[config.mk]
export PLATFORM = sky130hd
export DESIGN_NAME = nmea_speed_parser
export DESIGN_NICKNAME = d
export VERILOG_FILES = /design/src/rtl/nmea_speed_parser.sv
export SDC_FILE = /design/constraint.sdc
export NUM_CORES = 1
export LEC_CHECK = 0
export CAP_MARGIN = 40
export CELL_PAD_IN_SITES_DETAIL_PLACEMENT = 2
export CELL_PAD_IN_SITES_GLOBAL_PLACEMENT = 2
export CORE_UTILIZATION = 41
export CTS_CLUSTER_SIZE = 40
export DETAILED_ROUTE_END_ITERATION = 16
export GPL_TIMING_DRIVEN = 1
export HOLD_SLACK_MARGIN = 0.06
export PLACE_DENSITY = 0.9
export SYNTH_ARGS = -nofsm -noshare
export SYNTH_HDL_FRONTEND = slang
export SYNTH_SLANG_ARGS = --single-unit
[constraint.sdc]
create_clock -name clk_i -period 7 [get_ports clk_i]
set_clock_uncertainty 0.2 [all_clocks]
set_input_delay 1.4 -clock clk_i [delete_from_list [all_inputs] [get_ports clk_i]]
set_output_delay 1.4 -clock clk_i [all_outputs]
set_load 0.02 [all_outputs]
[src/rtl/nmea_speed_parser.sv]
// rtl/nmea_speed_parser.sv - NMEA VTG sentence parser publishing checksum-verified km/h ground speed
module nmea_speed_parser #(
  parameter int max_speed_p = 99
) (
  input  logic       clk_i,
  input  logic       reset_i,
  input  logic [7:0] rx_data_i,
  input  logic       rx_valid_i,
  output logic [7:0] speed_o,
  output logic       speed_valid_o,
  output logic       csum_err_o
);

  localparam logic [7:0] MaxSpeed = 8'(max_speed_p);
  localparam logic [7:0] ChDollar = 8'h24;
  localparam logic [7:0] ChStar   = 8'h2A;
  localparam logic [7:0] ChComma  = 8'h2C;
  localparam logic [7:0] ChDot    = 8'h2E;
  localparam logic [7:0] ChCr     = 8'h0D;
  localparam logic [7:0] ChLf     = 8'h0A;

  typedef enum logic [2:0] {IDLE, HDR, BODY, CS_HI, CS_LO} state_t;

  state_t      state_q, state_d;
  logic [7:0]  xor_q, xor_d;
  logic [2:0]  hdr_idx_q, hdr_idx_d;
  logic [3:0]  comma_q, comma_d;
  logic [7:0]  acc_q, acc_d;
  logic        frac_q, frac_d;
  logic        have_q, have_d;
  logic [3:0]  cs_hi_q, cs_hi_d;
  logic [7:0]  speed_q, speed_d;
  logic        speed_valid_q, speed_valid_d;
  logic        csum_err_q, csum_err_d;

  logic        is_digit, is_hex, hdr_match, is_eol;
  logic [3:0]  hex_val;
  logic [11:0] acc_wide;

  // Character classification: digit/hex decode, header expectation, line ends
  always_comb begin
    is_digit = (rx_data_i >= 8'h30) && (rx_data_i <= 8'h39);
    is_hex   = is_digit;
    hex_val  = rx_data_i[3:0];
    if (((rx_data_i >= 8'h41) && (rx_data_i <= 8'h46)) ||
        ((rx_data_i >= 8'h61) && (rx_data_i <= 8'h66))) begin
      is_hex  = 1'b1;
      hex_val = rx_data_i[3:0] + 4'd9;
    end
    is_eol = (rx_data_i == ChCr) || (rx_data_i == ChLf);
    case (hdr_idx_q)
      3'd0:    hdr_match = (rx_data_i == 8'h47);
      3'd1:    hdr_match = (rx_data_i == 8'h50) || (rx_data_i == 8'h4E);
      3'd2:    hdr_match = (rx_data_i == 8'h56);
      3'd3:    hdr_match = (rx_data_i == 8'h54);
      3'd4:    hdr_match = (rx_data_i == 8'h47);
      default: hdr_match = 1'b0;
    endcase
    // Wide enough that a saturated 255 accumulator cannot wrap before clamping
    acc_wide = ({4'd0, acc_q} * 12'd10) + {8'd0, rx_data_i[3:0]};
  end

  // Sentence FSM, field extraction and completion decision
  always_comb begin
    state_d       = state_q;
    xor_d         = xor_q;
    hdr_idx_d     = hdr_idx_q;
    comma_d       = comma_q;
    acc_d         = acc_q;
    frac_d        = frac_q;
    have_d        = have_q;
    cs_hi_d       = cs_hi_q;
    speed_d       = speed_q;
    speed_valid_d = 1'b0;
    csum_err_d    = 1'b0;
    if (rx_valid_i) begin
      if (rx_data_i == ChDollar) begin
        // Start of sentence in any state, including resync mid-sentence
        state_d   = HDR;
        xor_d     = 8'd0;
        hdr_idx_d = 3'd0;
        comma_d   = 4'd0;
        acc_d     = 8'd0;
        frac_d    = 1'b0;
        have_d    = 1'b0;
      end else begin
        case (state_q)
          IDLE: ;
          HDR: begin
            if (hdr_match) begin
              xor_d = xor_q ^ rx_data_i;
              if (hdr_idx_q == 3'd4) state_d = BODY;
              else                   hdr_idx_d = hdr_idx_q + 3'd1;
            end else begin
              state_d = IDLE;
            end
          end
          BODY: begin
            if (is_eol) begin
              state_d = IDLE;
            end else if (rx_data_i == ChStar) begin
              state_d = CS_HI;
            end else begin
              xor_d = xor_q ^ rx_data_i;
              if (rx_data_i == ChComma) begin
                if (comma_q != 4'd15) comma_d = comma_q + 4'd1;
              end else if (comma_q == 4'd7) begin
                if (is_digit) begin
                  have_d = 1'b1;
                  if (!frac_q) acc_d = (acc_wide > 12'd255) ? 8'd255 : acc_wide[7:0];
                end else if (rx_data_i == ChDot) begin
                  frac_d = 1'b1;
                end
              end
            end
          end
          CS_HI: begin
            if (is_hex) begin
              cs_hi_d = hex_val;
              state_d = CS_LO;
            end else begin
              state_d = IDLE;
            end
          end
          CS_LO: begin
            state_d = IDLE;
            if (is_hex) begin
              if ({cs_hi_q, hex_val} == xor_q) begin
                if (have_q) begin
                  speed_d       = (acc_q > MaxSpeed) ? MaxSpeed : acc_q;
                  speed_valid_d = 1'b1;
                end
              end else begin
                csum_err_d = 1'b1;
              end
            end
          end
          default: state_d = IDLE;
        endcase
      end
    end
  end

  // State and output registers with asynchronous active-low reset
  always_ff @(posedge clk_i or negedge reset_i) begin
    if (!reset_i) begin
      state_q       <= IDLE;
      xor_q         <= 8'd0;
      hdr_idx_q     <= 3'd0;
      comma_q       <= 4'd0;
      acc_q         <= 8'd0;
      frac_q        <= 1'b0;
      have_q        <= 1'b0;
      cs_hi_q       <= 4'd0;
      speed_q       <= 8'd0;
      speed_valid_q <= 1'b0;
      csum_err_q    <= 1'b0;
    end else begin
      state_q       <= state_d;
      xor_q         <= xor_d;
      hdr_idx_q     <= hdr_idx_d;
      comma_q       <= comma_d;
      acc_q         <= acc_d;
      frac_q        <= frac_d;
      have_q        <= have_d;
      cs_hi_q       <= cs_hi_d;
      speed_q       <= speed_d;
      speed_valid_q <= speed_valid_d;
      csum_err_q    <= csum_err_d;
    end
  end

  assign speed_o       = speed_q;
  assign speed_valid_o = speed_valid_q;
  assign csum_err_o    = csum_err_q;

endmodule

# [Yosys cells after proc, flatten, opt, wreduce, memory -nomap -nowiden]
# Index checks and enable logic that the tools add are counted.
[classes] n_reduce_logical=27 bitwise=2 mux=61 n_eq_ne=34 magnitude_cmp=8 multipliers=1 add_sub_neg=4
[op_table] op="8-bit 2-to-1 mux" count=14
[op_table] op="8-bit by 7-bit equality test with 1-bit output, second input constant" count=5
[op_table] op="8-bit by 6-bit equality test with 1-bit output, second input constant" count=4
[op_table] op="3-bit 2-to-1 mux" count=10
[op_table] op="4-bit 2-to-1 mux" count=7
[op_table] op="1-bit 2-to-1 mux" count=27
[op_table] op="8-bit by 4-bit equality test with 1-bit output, second input constant" count=2
[op_table] op="8-bit by 7-bit >= comparator with 1-bit output, second input constant" count=2
[op_table] op="8-bit by 7-bit less-or-equal comparator with 1-bit output, second input constant" count=2
[op_table] op="8-bit one-hot mux with 2 select lines" count=1
[op_table] op="8-bit AND reduction" count=2
[op_table] op="2-bit nonzero test" count=8
[op_table] op="12-bit by 4-bit adder with 12-bit output" count=1
[op_table] op="3-bit by 2-bit equality test with 1-bit output, second input constant" count=4
[op_table] op="12-bit by 8-bit > comparator with 1-bit output, second input constant" count=1
[op_table] op="4-bit != test, second input constant" count=3
[op_table] op="3-bit one-hot mux with 4 select lines" count=1
[op_table] op="4-bit AND reduction" count=3
[op_table] op="6-bit AND reduction" count=2
[op_table] op="8-bit by 3-bit multiplier with 11-bit output, second input constant" count=1
[op_table] op="3-bit != test, second input constant" count=3
[op_table] op="8-bit equality test" count=1
[op_table] op="8-bit by 6-bit >= comparator with 1-bit output, second input constant" count=1
[op_table] op="8-bit by 7-bit > comparator with 1-bit output, second input constant" count=1
[op_table] op="19 further kinds" count=31
[totals] word_cells=148 ff_bits=42 inputBits=11 output_inout_bits=10

# [Depth between registers and ports, before layout]
# Gate-level depths: netlist of run 1.
[depth] depth_word=12 mapped_depth=9 depth_no_buf=9

# [Least setup slack after synthesis of run 1]
# OpenSTA, ideal clock, no wires.
[synth_path] kind="input port to flip-flop" startpoint="in rx_data_i[0]" endpoint="reg speed_q[0] (netlist: speed_o[0])" setup_slack_ns=3.282 required_ns=6.675 arrival_ns=3.393 n_path_buf=0 setup_ns=0.125 path_stages=8 path_cell_list="inv_1 -> ha_1 -> or3b_1 -> a21oi_1 -> o21ai_0 -> a311oi_4 -> nand4_4 -> mux2_4"
[synth_via] elab_chain_cells=6 elab_cells_between_ends=17 classes_between="add/sub (1); order compare (6); eq/ne (2); mux (2); bitwise (1); reduce/logical (5)"
[synth_rtl] element="start, declared" line_no="7" text="input logic [7:0] rx_data_i,"
[synth_rtl] element="8-bit by 7-bit >= comparator with 1-bit output, or another cell as far along" line_no="45" text="if (((rx_data_i >= 8'h41) && (rx_data_i <= 8'h46)) ||"
[synth_rtl] element="1-bit logical AND (on tied branches)" line_no="45, 46"
[synth_rtl] element="1-bit logical OR" line_no="45"
[synth_rtl] element="4-bit 2-to-1 mux" line_no="45"
[synth_rtl] element="8-bit equality test" line_no="128" text="if ({cs_hi_q, hex_val} == xor_q) begin"
[synth_rtl] element="6-bit AND reduction (no line) *"
[synth_rtl] element="end signal, assigned" line_no="167" text="speed_q <= speed_d;"
[synth_rtl] element="end, declared" line_no="32" text="logic [7:0] speed_q, speed_d;"
# Every way passes the cells marked *; elsewhere a longest branch is shown, timed or not.
# A chain may end at the register's enable or synchronous reset.

# [Final worst setup path of run 1]
[layout_path] startpoint="in rx_data_i[2]" endpoint="reg acc_q[5]"
[layout_via] elab_chain_cells=11 elab_cells_between_ends=28 classes_between="add/sub (1); order compare (3); eq/ne (9); mux (9); reduce/logical (6)"
[layout_rtl] element="12-bit by 4-bit adder with 12-bit output" line_no="60" text="acc_wide = ({4'd0, acc_q} * 12'd10) + {8'd0, rx_data_i[3:0]};"
[layout_rtl] element="12-bit by 8-bit > comparator with 1-bit output" line_no="110" text="if (!frac_q) acc_d = (acc_wide > 12'd255) ? 8'd255 : acc_wide[7:0];"
[layout_rtl] element="8-bit 2-to-1 mux (2 in series)" line_no="110"
[layout_rtl] element="8-bit 2-to-1 mux" line_no="108" text="if (is_digit) begin"
[layout_rtl] element="8-bit 2-to-1 mux" line_no="107" text="end else if (comma_q == 4'd7) begin"
[layout_rtl] element="8-bit 2-to-1 mux" line_no="105" text="if (rx_data_i == ChComma) begin"
[layout_rtl] element="8-bit 2-to-1 mux" line_no="101" text="end else if (rx_data_i == ChStar) begin"
[layout_rtl] element="8-bit 2-to-1 mux" line_no="99" text="if (is_eol) begin"
[layout_rtl] element="8-bit 2-to-1 mux" line_no="87" text="case (state_q)"
[layout_rtl] element="8-bit 2-to-1 mux" line_no="77" text="if (rx_data_i == ChDollar) begin"
[layout_rtl] element="end signal, assigned" line_no="151" text="acc_q <= 8'd0;"
[layout_rtl] element="end signal, assigned" line_no="163" text="acc_q <= acc_d;"
[layout_rtl] element="end, declared" line_no="28" text="logic [7:0] acc_q, acc_d;"
# Parallel ways exist; a longest one is shown, timed or not. The select of a mux whose other input is x is not followed.

==> flow_metrics.tcl, run 1 <==
set metrics [dict create \
    die_area_sq_um 7970 \
    gp_congestion 0.862 \
    track_usage_pct 28.6 \
    syn_inst 321 \
    h-tree-depth 2 \
    vias_per_cell 6.12 \
    yosys-top-cells-area "dfrtp_1 34%, ha_1 10%, a21oi_1 3.2%" \
    yosysWarnings 0 \
    min_period_ns 4.89 \
    required_ns 7.01 \
    final.setup.tns_ns 0 \
    yosysTopAreaCellShare_pct 33.6 \
    synthFlopType "dfrtp_1" \
    cp-start-kind "input pin" \
    drc 0 \
    syn2layout_area_growth_pct 12.4 \
    cp-end-kind "register" \
    rrSetupSlack_ns 3.67 \
    cp_slowest_cell "clkdlybuf4s50_1" \
    drv_slew 0 \
    max_cap_viol_count 0 \
    syn_area_per_cell_sq_um 9.73 \
    fillers 804 \
    power_density_nw_per_um2 153 \
    maxSlewHeadroom_pct 36.9 \
    dieWidth_um 89.3 \
    async_flop_share_pct 100 \
    grt_max_degree 23 \
    min_period_over_period_pct 69.9 \
    grt_pass1_vias 2990 \
    hold_viol 0 \
    slowest_delay_ns 1.09 \
    clock-sinks 42 \
    syn_nets 359 \
    fin_util_pct 48.1 \
    outcome "completed" \
    net-switching-power_mw 0.167 \
    synth_top_cell_by_area "dfrtp_1" \
    crit_family "simple AND/OR/NAND/NOR gates" \
    synthTopCellsByCount "42 x dfrtp_1, 25 x ha_1, 23 x nand2_1, 20 x a21oi_1, 20 x inv_1" \
    grt_pass1_wl_um 16700 \
    hpwl_um 7320 \
    synth_cell_types 69 \
    hold_class "reg2reg" \
    p_int_mw 0.369 \
    rows 31 \
    path_class "in2reg" \
    route.vias.total 2682 \
    critical_path.max_fanout 21 \
    diodes 0 \
    synth-edff-count 0 \
    cts.clk_slew.worst_paths_ns 0.08 \
    cts_resized 0 \
    avgRoutedWirePerCell_um 23.4 \
    worstPathCellList "clkdlybuf4s50_1 -> nor2b_1 -> nand4b_1 -> o41a_1 -> nor4b_4 -> a21oi_1 -> a31oi_1" \
    cp.arrival_ns 4.90 \
    synth.most_common_cell "dfrtp_1" \
    overflow 0 \
    clockBufferDepth 2 \
    clockPowerShare_pct 32.6 \
    postRouteAntennaNets 0 \
    tightestPinTransition_ns 0.943 \
    drt_iter0_drc 162 \
    irDropWorstVdd_mv 0.0747 \
    start_util_pct 42.8 \
    cp_num_buf_inv 1 \
    cts_tree "built" \
    dr.pass1.iters 4 \
    pwr-share-comb_pct 17.8 \
    cts-root-buf "clkbuf_8" \
    netlist_area_sq_um 3120 \
    rsz0062_at_grt "false" \
    drive_gt1_share_pct 8.55 \
    power_frac_seq_pct 49.7 \
    leakagePower_nw 1.67 \
    clk-insertion-delay-late_ns 0.31 \
    setup_violations 0 \
    post_cts_buffers 0 \
    cts_made_buffers 5 \
    ctsHoldBuffers 0 \
    routed_wl_um 10300 \
    boundaryPins 21 \
    antenna_found_initial 0 \
    sw_frac_of_total_pct 31.2 \
    ys_ff_latch 42 \
    die_h_um 89.3 \
    fin_nets 376 \
    coreArea_sq_um 7290 \
    fmax_mhz 204 \
    portBuffers 20 \
    seq_area_frac_synth_pct 33.6 \
]
## worst paths after layout
check                             start          to  cells after the start
max                        rx_data_i[2]    acc_q[5]                      7
min                          speed_o[7]  speed_o[7]                      1
max reg2reg                    acc_q[1]    acc_q[2]                      9
min reg2reg                  speed_o[7]  speed_o[7]                      1
max in group asynchronous       reset_i  csum_err_o                      2
min in group asynchronous       reset_i    xor_q[5]                      1
## kinds of logic after synthesis
family / after synthesis / synth area share (%)
flops: 42 / 33.6
fa+ha+maj: 27 / 11.3
mux: 14 / 4.97
simple gates: 111 / 22.3
xor+xnor: 16 / 4.73
buf+inv: 31 / 4.16
compound gates: 80 / 18.9
## final cells by class
cell class              instances  area [sq um]  area share [%]
well taps                      99           124            3.53
repair buffers                 21           223            6.34
multi-input cells             248          1940            55.3
flip-flops and latches         42          1050            29.9
clock inverters                 2          12.5           0.356
clock buffers                   6          82.6            2.35
inverters                      20          75.1            2.14
## power groups by stage
| stage | combinational (mW) | sequential, mW | clock, mW |
|---|---|---|---|
| 6_report | 0.0952 | 0.266 | 0.175 |
| 5_1_grt | 0.104 | 0.267 | 0.186 |
| 4_1_cts | 0.0951 | 0.266 | 0.180 |
| 3_5_place_dp | 0.0930 | 0.270 | 0 |
| 3_3_place_gp | 0.0846 | 0.269 | 0 |
| 2_1_floorplan | 0.0610 | 0.266 | 0 |
## state kept, by name (all words and copies together) (netlist names)
name           count
hdr_idx_q          3
cs_hi_q            4
have_q             1
speed_valid_o      1
state_q            3
speed_o            8
comma_q            4
xor_q              8
frac_q             1
acc_q              8
csum_err_o         1
## layout by cell type, fill, tap and decap left out, types with 3 or more instances in the layout
cell type and n:
clkbuf_8 6, o21ai_0 5, o211ai_1 6, mux2i_1 8, mux2_2 4, nand4_1 4
nor2b_1 5, nand2_1 23, a31oi_1 14, dfrtp_1 42, a21oi_1 20, a22o_1 3
o211a_1 3, xnor2_1 9, o21ai_1 3, nor3_1 7, nand3_1 11, a21o_1 6
xor2_1 6, clkdlybuf4s50_1 19, ha_1 25, nand2b_1 7, inv_1 20, and3_1 7
nand4b_1 3, nor2_1 17
## per-stage QoR
step           cells  hold slack (ns)  total power [mW]  setup slack (ns)  instance area (sq um)
2_1_floorplan    321            0.255             0.327              3.28                   3120
3_3_place_gp     429            0.274             0.353              2.16                   3390
3_5_place_dp     430            0.275             0.363              1.97                   3420
4_1_cts          438            0.302             0.541              2.12                   3510
5_1_grt          438            0.321             0.558              1.94                   3510
6_report         438            0.300             0.536              2.11                   3510
## layer usage
layer	global-route usage [%]	routed length (um)	vias up	share of wire, %
met5	0	0	-	0
met4	10.4	280	0	2.7
met3	5.08	364	24	3.5
met2	49.0	5060	71	49
met1	36.3	4550	1369	44
li1	-	-	1218	-
No activity file was read; power rests on OpenSTA's default activity.
==> run 2: changes to the inputs <==
- CORE_UTILIZATION: 41 -> 35
- PLACE_DENSITY: 0.9 -> 0.82
- clock period: 7 -> 4.2 ns (I/O delays scaled with it)
==> run 2 against run 1 <==
Setup slack worse by 1.5 ns. Clock-buffer cell count is 1 lower. Critical path depth up 2. Design area up 2.0%. Sequential share of layout area down 0.58 points. Hold slack lost 0.12 ns. Wire length decreased by 9.0%. Non-clock buffer count up 9.
==> flow_metrics.tcl, run 2 (synthesized netlist as in run 1, its figures left out) <==
set metrics [dict create \
    min_period_ns 3.61 \
    post_cts_buffers 0 \
    gp_congestion 0.823 \
    max_cap_viol_count 0 \
    fin_nets 385 \
    route.vias.total 2677 \
    cts_made_buffers 5 \
    sw_frac_of_total_pct 32.3 \
    dr.pass1.iters 4 \
    cp_slowest_cell "clkdlybuf4s50_1" \
    critical_path.max_fanout 8 \
    vias_per_cell 5.87 \
    boundaryPins 21 \
    rows 34 \
    syn2layout_area_growth_pct 14.6 \
    cp-start-kind "input pin" \
    coreArea_sq_um 8680 \
    cts_resized 0 \
    final_common_cell "dfrtp_1" \
    antenna_found_initial 0 \
    diodes 0 \
    ctsHoldBuffers 0 \
    final.setup.tns_ns 0 \
    power_mw 0.894 \
    cts.clk_slew.worst_paths_ns 0.10 \
    required_ns 4.20 \
    routed_wl_um 9330 \
    cp-end-kind "register" \
    worstPathCellList "clkdlybuf4s50_1 -> inv_1 -> ha_1 -> or3b_1 -> a41oi_1 -> xnor2_1 -> a311oi_4 -> nand4_4 -> mux2_4" \
    clockPowerShare_pct 33.0 \
    outcome "completed" \
    postRouteAntennaNets 0 \
    power_frac_seq_pct 49.3 \
    cp.arrival_ns 3.61 \
    hold_class "in2async" \
    hpwl_um 7140 \
    die_area_sq_um 9310 \
    clockBufferDepth 2 \
    slowest_delay_ns 0.49 \
    drive_gt1_share_pct 10.9 \
    grt_pass1_vias 2942 \
    min_period_over_period_pct 85.9 \
    fillers 965 \
    irDropWorstVdd_mv 0.123 \
    start_util_pct 36.0 \
    fmax_mhz 277 \
    p_int_mw 0.605 \
    clk-insertion-delay-late_ns 0.31 \
    maxSlewHeadroom_pct 64.7 \
    avgRoutedWirePerCell_um 20.5 \
    track_usage_pct 21.8 \
    h-tree-depth 2 \
    crit_family "compound AO/OA/AOI/OAI gates" \
    cts_tree "built" \
    net-switching-power_mw 0.289 \
    dieWidth_um 96.5 \
    leakagePower_nw 1.70 \
    pwr-share-comb_pct 17.6 \
    die_h_um 96.5 \
    drv_slew 0 \
    setup_violations 0 \
    power_density_nw_per_um2 250 \
    clock-sinks 42 \
    drt_iter0_drc 112 \
    final_cell_mix "42 x dfrtp_1, 25 x ha_1, 23 x nand2_1, 20 x inv_1, 20 x a21oi_1" \
    portBuffers 20 \
    cts-root-buf "clkbuf_8" \
    cp_num_buf_inv 2 \
    hold_viol 0 \
    rsz0062_at_grt "false" \
    tightestPinTransition_ns 0.525 \
    grt_pass1_wl_um 15300 \
    drc 0 \
    path_class "in2reg" \
    grt_max_degree 34 \
    overflow 0 \
]
[run 2: cell count changes in the layout (fill, tap and decap cells not counted)]
cell | previous run | this run
buf_4 | 0 | 9
buf_12 | 0 | 1
buf_16 | 1 | 0
clkbuf_8 | 6 | 5
clkinv_2 | 1 | 0
clkinvlp_4 | 1 | 2
inv_6 | 0 | 1
[run 2: per-layer routing]
layer  part of all wire (%)  global-route usage [%]  vias to the layer above
met3                    2.3                    2.82                       15
met4                    1.7                    6.25                        0
met5                      0                       0                        -
met1                     45                    27.7                     1397
met2                     51                    38.6                       31
li1                       -                       -                     1234
[run 2: worst paths after layout]
check	start	endpoint	slack, ns	cells past startpoint
max	rx_data_i[1]	speed_o[1]	0.59	9
min	reset_i	acc_q[7]	0.18	1
max reg2reg	acc_q[1]	acc_q[0]	0.83	9
min reg2reg	speed_o[7]	speed_o[7]	0.30	1
max in group asynchronous	reset_i	hdr_idx_q[0]	3.14	2
min in group clk_i	speed_o[7]	speed_o[7]	0.30	1
[run 2: power groups by stage]
stage               logic [mW]  clock network, mW  registers [mW]
finish                   0.158              0.295           0.441
global route             0.174              0.321           0.444
CTS                      0.159              0.300           0.441
detailed placement       0.157                  0           0.449
global placement         0.146                  0           0.448
floorplan                0.102                  0           0.443
[run 2: area by class of cell]
cell class	count	area (sq um)	share of cell area, %
flip-flops and latches	42	1050	29.4
repair buffers	30	283	7.90
well taps	108	135	3.77
clock inverters	3	23.8	0.664
multi-input cells	248	1940	54.3
clock buffers	5	68.8	1.92
inverters	20	75.1	2.10
[run 2: stage by stage]
stage	area [sq um]	setup slack (ns)	instances	util [%]	hold WS [ns]
global route	3580	0.489	456	41.2	0.182
global placement	3470	0.306	447	40.0	0.281
detailed placement	3490	0.262	448	40.2	0.288
finish	3580	0.593	456	41.2	0.184
CTS	3580	0.595	456	41.2	0.186
floorplan	3120	1.04	321	-	0.255
==> run 3: changes to the inputs <==
--- a/constraint.sdc
+++ b/constraint.sdc
@@ -3,3 +3,3 @@
 set_input_delay 0.84 -clock clk_i [delete_from_list [all_inputs] [get_ports clk_i]]
 set_output_delay 0.84 -clock clk_i [all_outputs]
-set_load 0.02 [all_outputs]
+set_load 0.01 [all_outputs]
==> results of run 3 <==
The final DEF is identical to that of run 2. Status: completed.
